<file path="config.mk">
export PLATFORM = sky130hd
export DESIGN_NAME = serial_deser
export DESIGN_NICKNAME = d
export VERILOG_FILES = /design/src/rtl/serial_deser.sv
export SDC_FILE = /design/constraint.sdc
export NUM_CORES = 1
export LEC_CHECK = 0
export ABC_AREA = 1
export BUFFER_PORTS_ARGS = -buffer_cell sky130_fd_sc_hd__clkbuf_2
export CAP_MARGIN = 5
export CORE_MARGIN = 4
export CORE_UTILIZATION = 45
export DETAILED_ROUTE_END_ITERATION = 10
export PLACE_DENSITY = 0.6
export SETUP_SLACK_MARGIN = 0.2
export SLEW_MARGIN = 20
export SYNTH_ARGS = -nofsm -noshare
export SYNTH_HDL_FRONTEND = slang
export SYNTH_SLANG_ARGS = --single-unit
</file>
<file path="constraint.sdc">
create_clock -name clk -period 1.7 [get_ports clk]
set_input_delay 0.255 -clock clk [delete_from_list [all_inputs] [get_ports clk]]
set_output_delay 0.255 -clock clk [all_outputs]
set_load 0.005 [all_outputs]
</file>
<file path="src/rtl/serial_deser.sv">
// rtl/serial_deser.sv - serial-to-parallel receiver for start/data/parity/stop framed lines
// Bits are sampled from a 2-flop synchronized copy of sin only on bit_en ticks.
module serial_deser #(
  parameter int DATA_W    = 8,
  parameter int PARITY_EN = 0
) (
  input  logic              clk,
  input  logic              rst,
  input  logic              bit_en,
  input  logic              sin,
  output logic [DATA_W-1:0] dout,
  output logic              dvalid,
  output logic              parity_err,
  output logic              frame_err,
  output logic              busy
);

  typedef enum logic [2:0] {
    IDLE   = 3'd0,
    DATA   = 3'd1,
    PARITY = 3'd2,
    STOP   = 3'd3,
    BREAK  = 3'd4
  } state_t;

  localparam logic [4:0] LAST = 5'(DATA_W - 1);

  state_t            state;
  logic              sin_m;
  logic              sin_s;
  logic [4:0]        cnt;
  logic [DATA_W-1:0] shreg;
  logic              par_rx;
  logic [DATA_W:0]   shift_nxt;

  // LSB-first: each new bit enters at the MSB and walks down.
  assign shift_nxt = {sin_s, shreg};

  always_ff @(posedge clk or negedge rst) begin
    if (!rst) begin
      state      <= IDLE;
      sin_m      <= 1'b1;
      sin_s      <= 1'b1;
      cnt        <= '0;
      shreg      <= '0;
      par_rx     <= 1'b0;
      dout       <= '0;
      dvalid     <= 1'b0;
      parity_err <= 1'b0;
      frame_err  <= 1'b0;
      busy       <= 1'b0;
    end else begin
      sin_m      <= sin;
      sin_s      <= sin_m;
      dvalid     <= 1'b0;
      parity_err <= 1'b0;
      frame_err  <= 1'b0;
      if (bit_en) begin
        case (state)
          IDLE: begin
            if (!sin_s) begin
              state <= DATA;
              busy  <= 1'b1;
              cnt   <= '0;
            end
          end
          DATA: begin
            shreg <= shift_nxt[DATA_W:1];
            if (cnt == LAST) begin
              cnt   <= '0;
              state <= (PARITY_EN != 0) ? PARITY : STOP;
            end else begin
              cnt <= cnt + 5'd1;
            end
          end
          PARITY: begin
            par_rx <= sin_s;
            state  <= STOP;
          end
          STOP: begin
            if (sin_s) begin
              dout       <= shreg;
              dvalid     <= 1'b1;
              parity_err <= (PARITY_EN != 0) && ((^shreg) ^ par_rx);
              state      <= IDLE;
              busy       <= 1'b0;
            end else begin
              frame_err <= 1'b1;
              state     <= BREAK;
            end
          end
          BREAK: begin
            // Wait for the line to return high so a held-low line cannot look like a new start bit.
            if (sin_s) begin
              state <= IDLE;
              busy  <= 1'b0;
            end
          end
          default: begin
            state <= IDLE;
            busy  <= 1'b0;
          end
        endcase
      end
    end
  end

endmodule

</file>
==> results.py, run 1 <==
metrics = {
    "outcome": {
        "outcome": "finished clean",
    },
    "worst_setup_path": {
        "crit_fanout": 6,
        "timing.rr.start": "cnt[0]$_DFFE_PN0P_",
        "arrival_ns": 1.56,
        "cp-start-kind": "flip-flop",
        "worstReg2RegEnd": "cnt[0]$_DFFE_PN0P_",
        "r2r_cells": 6,
        "critPathKind": "flip-flop to flip-flop",
        "worstPathRequired_ns": 1.95,
        "rrSetupSlack_ns": 0.39,
        "crit_path_end_kind": "flip-flop",
    },
    "clock_tree": {
        "htreeDepth": 2,
        "root_buffer": "clkbuf_4",
        "ctsResizeCount": 0,
        "cts_tree": "built",
        "cts.sinks": 29,
        "insertion_delay_ns": 0.32,
        "clk_pin_slew_ns": 0.10,
        "cts_made_buffers": 5,
        "cts_buffer_depth": 2,
    },
    "min_path": {
        "hold_path_startpoint": "bit_en",
        "min_to": "frame_err$_DFF_PN0_",
        "hold_depth": 3,
        "min_path_type": "input pin to flip-flop",
    },
    "global_routing": {
        "grt_pass1_wl_um": 3920,
        "grt_pass1_vias": 923,
        "grt.total_usage_pct": 12.7,
        "grt_max_degree": 30,
        "gr-total-overflow": 0,
        "antenna_found_initial": 0,
    },
    "synth": {
        "ys_ff_latch": 29,
        "ys_types": 25,
        "synth_top_family_by_area": "simple AND/OR/NAND/NOR gates",
        "synth_top_area_cell": "dfrtp_1",
        "synthTopCellsByCount": "nand2_1 (39), dfrtp_1 (27), inv_1 (17)",
        "async_reset_ff_share_pct": 100,
        "synthFlopType": "dfrtp_1",
        "synth_nets": 148,
        "syn_area_sq_um": 1360,
        "synth_xor_area_share_pct": 0.646,
        "syn_inst": 143,
        "synthTopCellsByArea": "dfrtp_1 (50%), nand2_1 (11%), o21ai_2 (9.7%)",
        "netlist.area_leader.share_pct": 49.8,
        "yosysMostFrequentCell": "nand2_1",
        "synth_mux_area_share_pct": 0,
        "synth_edf_count": 0,
        "seq_area_frac_synth_pct": 53.7,
        "synth_compound_area_share_pct": 13.6,
        "yosys.area_share.simple_pct": 23.2,
        "ys_warn_count": 0,
        "synthAdderAreaFrac_pct": 0.923,
        "syn_avg_cell_area_sq_um": 9.48,
    },
    "die": {
        "boundaryPins": 16,
        "start_util_pct": 47.9,
        "die-area_sq_um": 3960,
        "fp.dieH_um": 62.9,
        "fp.coreArea_sq_um": 2830,
        "die_x_um": 62.9,
        "row_count": 19,
    },
    "place": {
        "place_area_sq_um": 1440,
        "place_congestion": 0.754,
        "place_ws_ns": 0.388,
        "place_hpwl_um": 1560,
        "io_buffers": 14,
    },
    "power": {
        "cellLeakagePower_uw": 0.000789,
        "powerDensity_nw_per_um2": 1540,
        "peakVddDrop_mv": 0.855,
        "total_power_uw": 2320,
    },
    "cells_and_area": {
        "drive_above_1_share_pct": 32.9,
        "nets": 168,
        "diodes": 0,
        "area_growth_pct": 11.3,
        "nFillCells": 279,
        "final_area_sq_um": 1510,
    },
    "timing": {
        "max_slew_margin_pct": 53.3,
        "setup_viol": 0,
        "whs_ns": 0.295,
        "period_needed_ns": 1.31,
        "max_freq_mhz": 761,
        "rsz0062_at_grt": "false",
        "finalSetupTns_ns": 0,
        "fin_ws_ns": 0.387,
        "report.final.hold_viol_count": 0,
        "fin_skew_ns": 0.00648,
        "min_period_over_period_pct": 77.3,
        "maxSlewViolCount": 0,
        "worst_pin_slew_ns": 0.701,
    },
    "drt": {
        "drt_iter0_markers": 32,
        "wl_met1_um": 1050,
        "routed_wl_um": 2110,
        "vias": 936,
        "post-route-drc-count": 0,
        "routedWlPerCell_um": 10.8,
        "viasPerCell": 4.80,
        "firstDrtPassIters": 4,
        "ant_nets": 0,
        "highest_layer": "met4",
        "wl_met3_um": 90,
        "wl_met2_um": 925,
    },
    "run": {
        "maxCapViolCount": 0,
    },
}
## state kept, by name, summed over array words and instances (netlist names)
name	cells
busy	1
sin_s	1
dvalid	1
cnt	5
shreg	8
dout	8
sin_m	1
frame_err	1
state	3
## metal layers
layer  global-route usage, %  vias to the layer above
li1                        -                      493
met1                    15.2                      414
met2                    20.0                       22
met3                    3.96                        7
met4                    7.44                        0
met5                       0                        -
## worst max path at each step
stage,startpoint,end,cells after the start
floorplan,state[1]$_DFFE_PN0P_,shreg[4]$_DFFE_PN0P_,7
global placement,cnt[0]$_DFFE_PN0P_,state[0]$_DFFE_PN0P_,7
detailed placement,cnt[0]$_DFFE_PN0P_,cnt[0]$_DFFE_PN0P_,6
CTS,cnt[0]$_DFFE_PN0P_,cnt[0]$_DFFE_PN0P_,6
global route,cnt[0]$_DFFE_PN0P_,cnt[0]$_DFFE_PN0P_,6
finish,cnt[0]$_DFFE_PN0P_,cnt[0]$_DFFE_PN0P_,6
## final cells by class
class                           count  area (sq um)  area share, %
Sequential cell                    29           728           48.2
Tap cell                           31          38.8           2.57
Clock inverter                      3          17.5           1.16
Timing Repair Buffer               16          90.1           5.97
Inverter                           20          75.1           4.97
Clock buffer                        5          37.5           2.49
Multi-Input combinational cell     91           523           34.6
## layout by cell type, fill, tap and decap left out
cell,Yosys,layout
clkbuf_4,0,5
xor2_1,1,1
clkinv_2,0,2
nand3_4,1,1
nor2_2,2,2
conb_1,1,1
nand4_1,1,1
or2_2,1,1
dlygate4sd3_1,0,2
o21ai_0,1,1
dfstp_2,2,2
o21ai_1,5,5
nor2_1,6,6
nand2_2,4,4
o21ai_2,15,15
clkbuf_2,0,14
inv_2,2,2
o21bai_1,3,3
nor2_4,1,1
inv_1,17,17
clkinvlp_4,0,1
nand3_1,5,5
clkinv_1,1,1
nand3_2,3,3
ha_1,1,1
dfrtp_1,27,27
nand2_4,1,1
nand2_1,39,39
## metrics by stage
stage	utilization (%)	std cells
after floorplan	-	143
after global placement	50.7	185
after detailed placement	50.7	185
after CTS	53.4	195
after global routing	53.4	195
final	53.4	195
## critical path, stage by stage (launching register included)
cell and delay [ns]:
dfrtp_1 0.42, ha_1 0.23, nand2_1 0.11, nor2_1 0.08, nor2_4 0.15, nand2_1 0.10
o21ai_1 0.15
## cell families after synthesis
kind of cell / after synthesis
flops: 29
other cells: 1
xor+xnor: 1
buf+inv: 23
compound gates: 24
simple gates: 64
fa+ha+maj: 1
## report_power, final
part	internal [uW]	switching [uW]	leakage [uW]
Sequential	897	150	0.000382
Clock	156	242	0.0000310
Combinational	333	544	0.000376
## repair_timing
action	4_1_cts	5_1_grt
endpoints found under the hold margin	28	0
hold buffers	2	0
setup buffers	0	0
(Power assumes the default switching activity.)
==> inputs of run 2 (changes only) <==
PLACE_DENSITY = 0.63   (was 0.6)
clock period = 1.2 ns   (was 1.7 ns; I/O delays follow)
==> results.py, run 2 (synthesis results as in run 1) <==
metrics = {
    "min_path": {
        "min_path_type": "input pin to async pin",
    },
    "worst_setup_path": {
        "cpPeakStageDelay_ns": 0.42,
        "critPathKind": "flip-flop to flip-flop",
        "crit_start": "cnt[1]$_DFFE_PN0P_",
        "arrival_ns": 1.49,
        "slowest_stage": "dfrtp_1",
        "critPathCapture": "cnt[2]$_DFFE_PN0P_",
        "worstPathRequired_ns": 1.42,
        "crit_path_end_kind": "flip-flop",
        "worstPathCellList": "ha_4 -> buf_4 -> or2_2 -> nand3_2 -> o21ai_1",
        "rrSetupSlack_ns": -0.07,
        "worstReg2RegEnd": "cnt[2]$_DFFE_PN0P_",
        "r2r_cells": 5,
        "crit_fanout": 2,
        "cp-start-kind": "flip-flop",
        "timing.rr.start": "cnt[1]$_DFFE_PN0P_",
    },
    "power": {
        "powerDensity_nw_per_um2": 2320,
        "p_int_uw": 2780,
        "swShare_pct": 39.1,
        "p_clk_share_pct": 18.5,
        "cellLeakagePower_uw": 0.00100,
        "p_seq_share_pct": 34.0,
        "switching_power_uw": 1780,
        "peakVddDrop_mv": 1.20,
        "comb_power_share_pct": 47.5,
    },
    "cells_and_area": {
        "final_cell_mix": "buf_4 (26), dfrtp_1 (25), nand2_1 (21)",
        "drive_above_1_share_pct": 58.8,
        "stdcell_count": 225,
        "fin_util_pct": 69.6,
        "final_common_cell": "buf_4",
        "reg.largest.list": "dout (8), shreg (8), cnt (5)",
        "area_growth_pct": 45.1,
        "diodes": 0,
        "nets": 198,
    },
    "die": {
        "start_util_pct": 47.9,
        "fp.dieH_um": 62.9,
        "row_count": 19,
        "boundaryPins": 16,
        "fp.coreArea_sq_um": 2830,
        "die-area_sq_um": 3960,
        "die_x_um": 62.9,
    },
    "drt": {
        "routedWlPerCell_um": 12.9,
        "ant_nets": 0,
        "drt_iter0_markers": 21,
        "post-route-drc-count": 0,
        "viasPerCell": 5.01,
        "routed_wl_um": 2900,
        "vias": 1127,
        "firstDrtPassIters": 4,
    },
    "clock_tree": {
        "cts.sinks": 29,
        "root_buffer": "clkbuf_4",
        "clk_pin_slew_ns": 0.09,
        "htreeDepth": 2,
        "cts_buffer_depth": 2,
        "cts_tree": "built",
        "cts_made_buffers": 5,
        "insertion_delay_ns": 0.33,
    },
    "global_routing": {
        "grt_max_degree": 17,
        "grt.total_usage_pct": 16.1,
        "grt_pass1_vias": 1191,
        "gr-total-overflow": 0,
        "grt_pass1_wl_um": 4960,
        "antenna_found_initial": 0,
    },
    "timing": {
        "min_period_over_period_pct": 105,
        "report.final.hold_viol_count": 0,
        "max_freq_mhz": 790,
        "setup_viol": 4,
        "fin_ws_ns": -0.0653,
        "period_needed_ns": 1.27,
        "maxSlewViolCount": 0,
        "fin_skew_ns": 0.00684,
        "rsz0062_at_grt": "true",
    },
    "place": {
        "place_hpwl_um": 1690,
        "io_buffers": 14,
        "post-place-cells": 191,
        "place_congestion": 0.927,
    },
    "run": {
        "maxCapViolCount": 0,
    },
    "outcome": {
        "violations": "setup timing",
        "outcome": "finished, violations left",
    },
}
==> run 2: cell count changes in the layout (fill, tap and decap cells not counted), sizes merged <==
cell | previous run | this run
bufinv | 0 | 1
clkinv | 3 | 0
clkinvlp | 1 | 0
nand2 | 44 | 45
nand3 | 9 | 10
inv | 19 | 20
clkbuf | 19 | 16
buf | 0 | 33
==> run 2: how the worst min path moves through the flow <==
stage | startpoint | end | slack (ns) | depth (start not counted)
2_1_floorplan | rst | busy$_DFFE_PN0P_ | -0.12 | 0
3_3_place_gp | rst | cnt[4]$_DFFE_PN0P_ | 0.11 | 1
3_5_place_dp | rst | cnt[4]$_DFFE_PN0P_ | 0.11 | 1
5_1_grt | rst | dvalid$_DFF_PN0_ | 0.33 | 2
4_1_cts | rst | shreg[3]$_DFFE_PN0P_ | 0.29 | 2
6_report | rst | cnt[4]$_DFFE_PN0P_ | 0.28 | 2
==> run 2: power by group through the flow <==
stage	clock (uW)	combinational [uW]	sequential, uW
finish	843	2170	1550
global route	913	2380	1590
CTS	847	1860	1480
detailed placement	0	1400	1500
global placement	0	1350	1480
floorplan	0	990	1480
==> run 2: repair_timing <==
action,in CTS,in global routing
buffers inserted,14,8
hold endpoints to repair,14,0
pin swaps,8,12
cloned,2,0
gates resized for setup,23,28
endpoints found under the setup margin,36,38
hold buffers,2,0
==> run 2: cell type report <==
class	count	area, sq um
timing repair buffer	44	317
clock inverter	1	30.0
inverter	20	85.1
fill	220	861
tap	31	38.8
sequential	29	731
clock buffer	7	55.1
multi-input combinational	93	712
==> run 2: critical path: cells and delay by family (launching register included) <==
family          cells  cell delay [ns]
fa+ha+maj           1             0.18
flops               1             0.42
compound gates      1             0.06
simple gates        2             0.36
buf+inv             1             0.13
==> run 2: per-layer routing <==
metal	up-vias	share of wire [%]	track usage [%]
met1	543	41	17.4
li1	548	-	-
met3	11	5.2	5.04
met4	0	3.7	11.0
met5	-	0	0
met2	25	50	26.6
==> run 2: through the flow <==
| step | instance area [sq um] | setup WS (ns) | setup TNS (ns) | hold slack (ns) | power (uW) |
|---|---|---|---|---|---|
| floorplan | 1370 | 0.0419 | 0 | -0.116 | 2470 |
| detailed placement | 1510 | -0.0476 | -0.106 | 0.114 | 2900 |
| global placement | 1510 | -0.0142 | -0.0634 | 0.112 | 2840 |
| finish | 1970 | -0.0653 | -0.156 | 0.282 | 4560 |
| global route | 1970 | -0.102 | -0.859 | 0.328 | 4880 |
| CTS | 1820 | 0.00471 | 0 | 0.294 | 4190 |
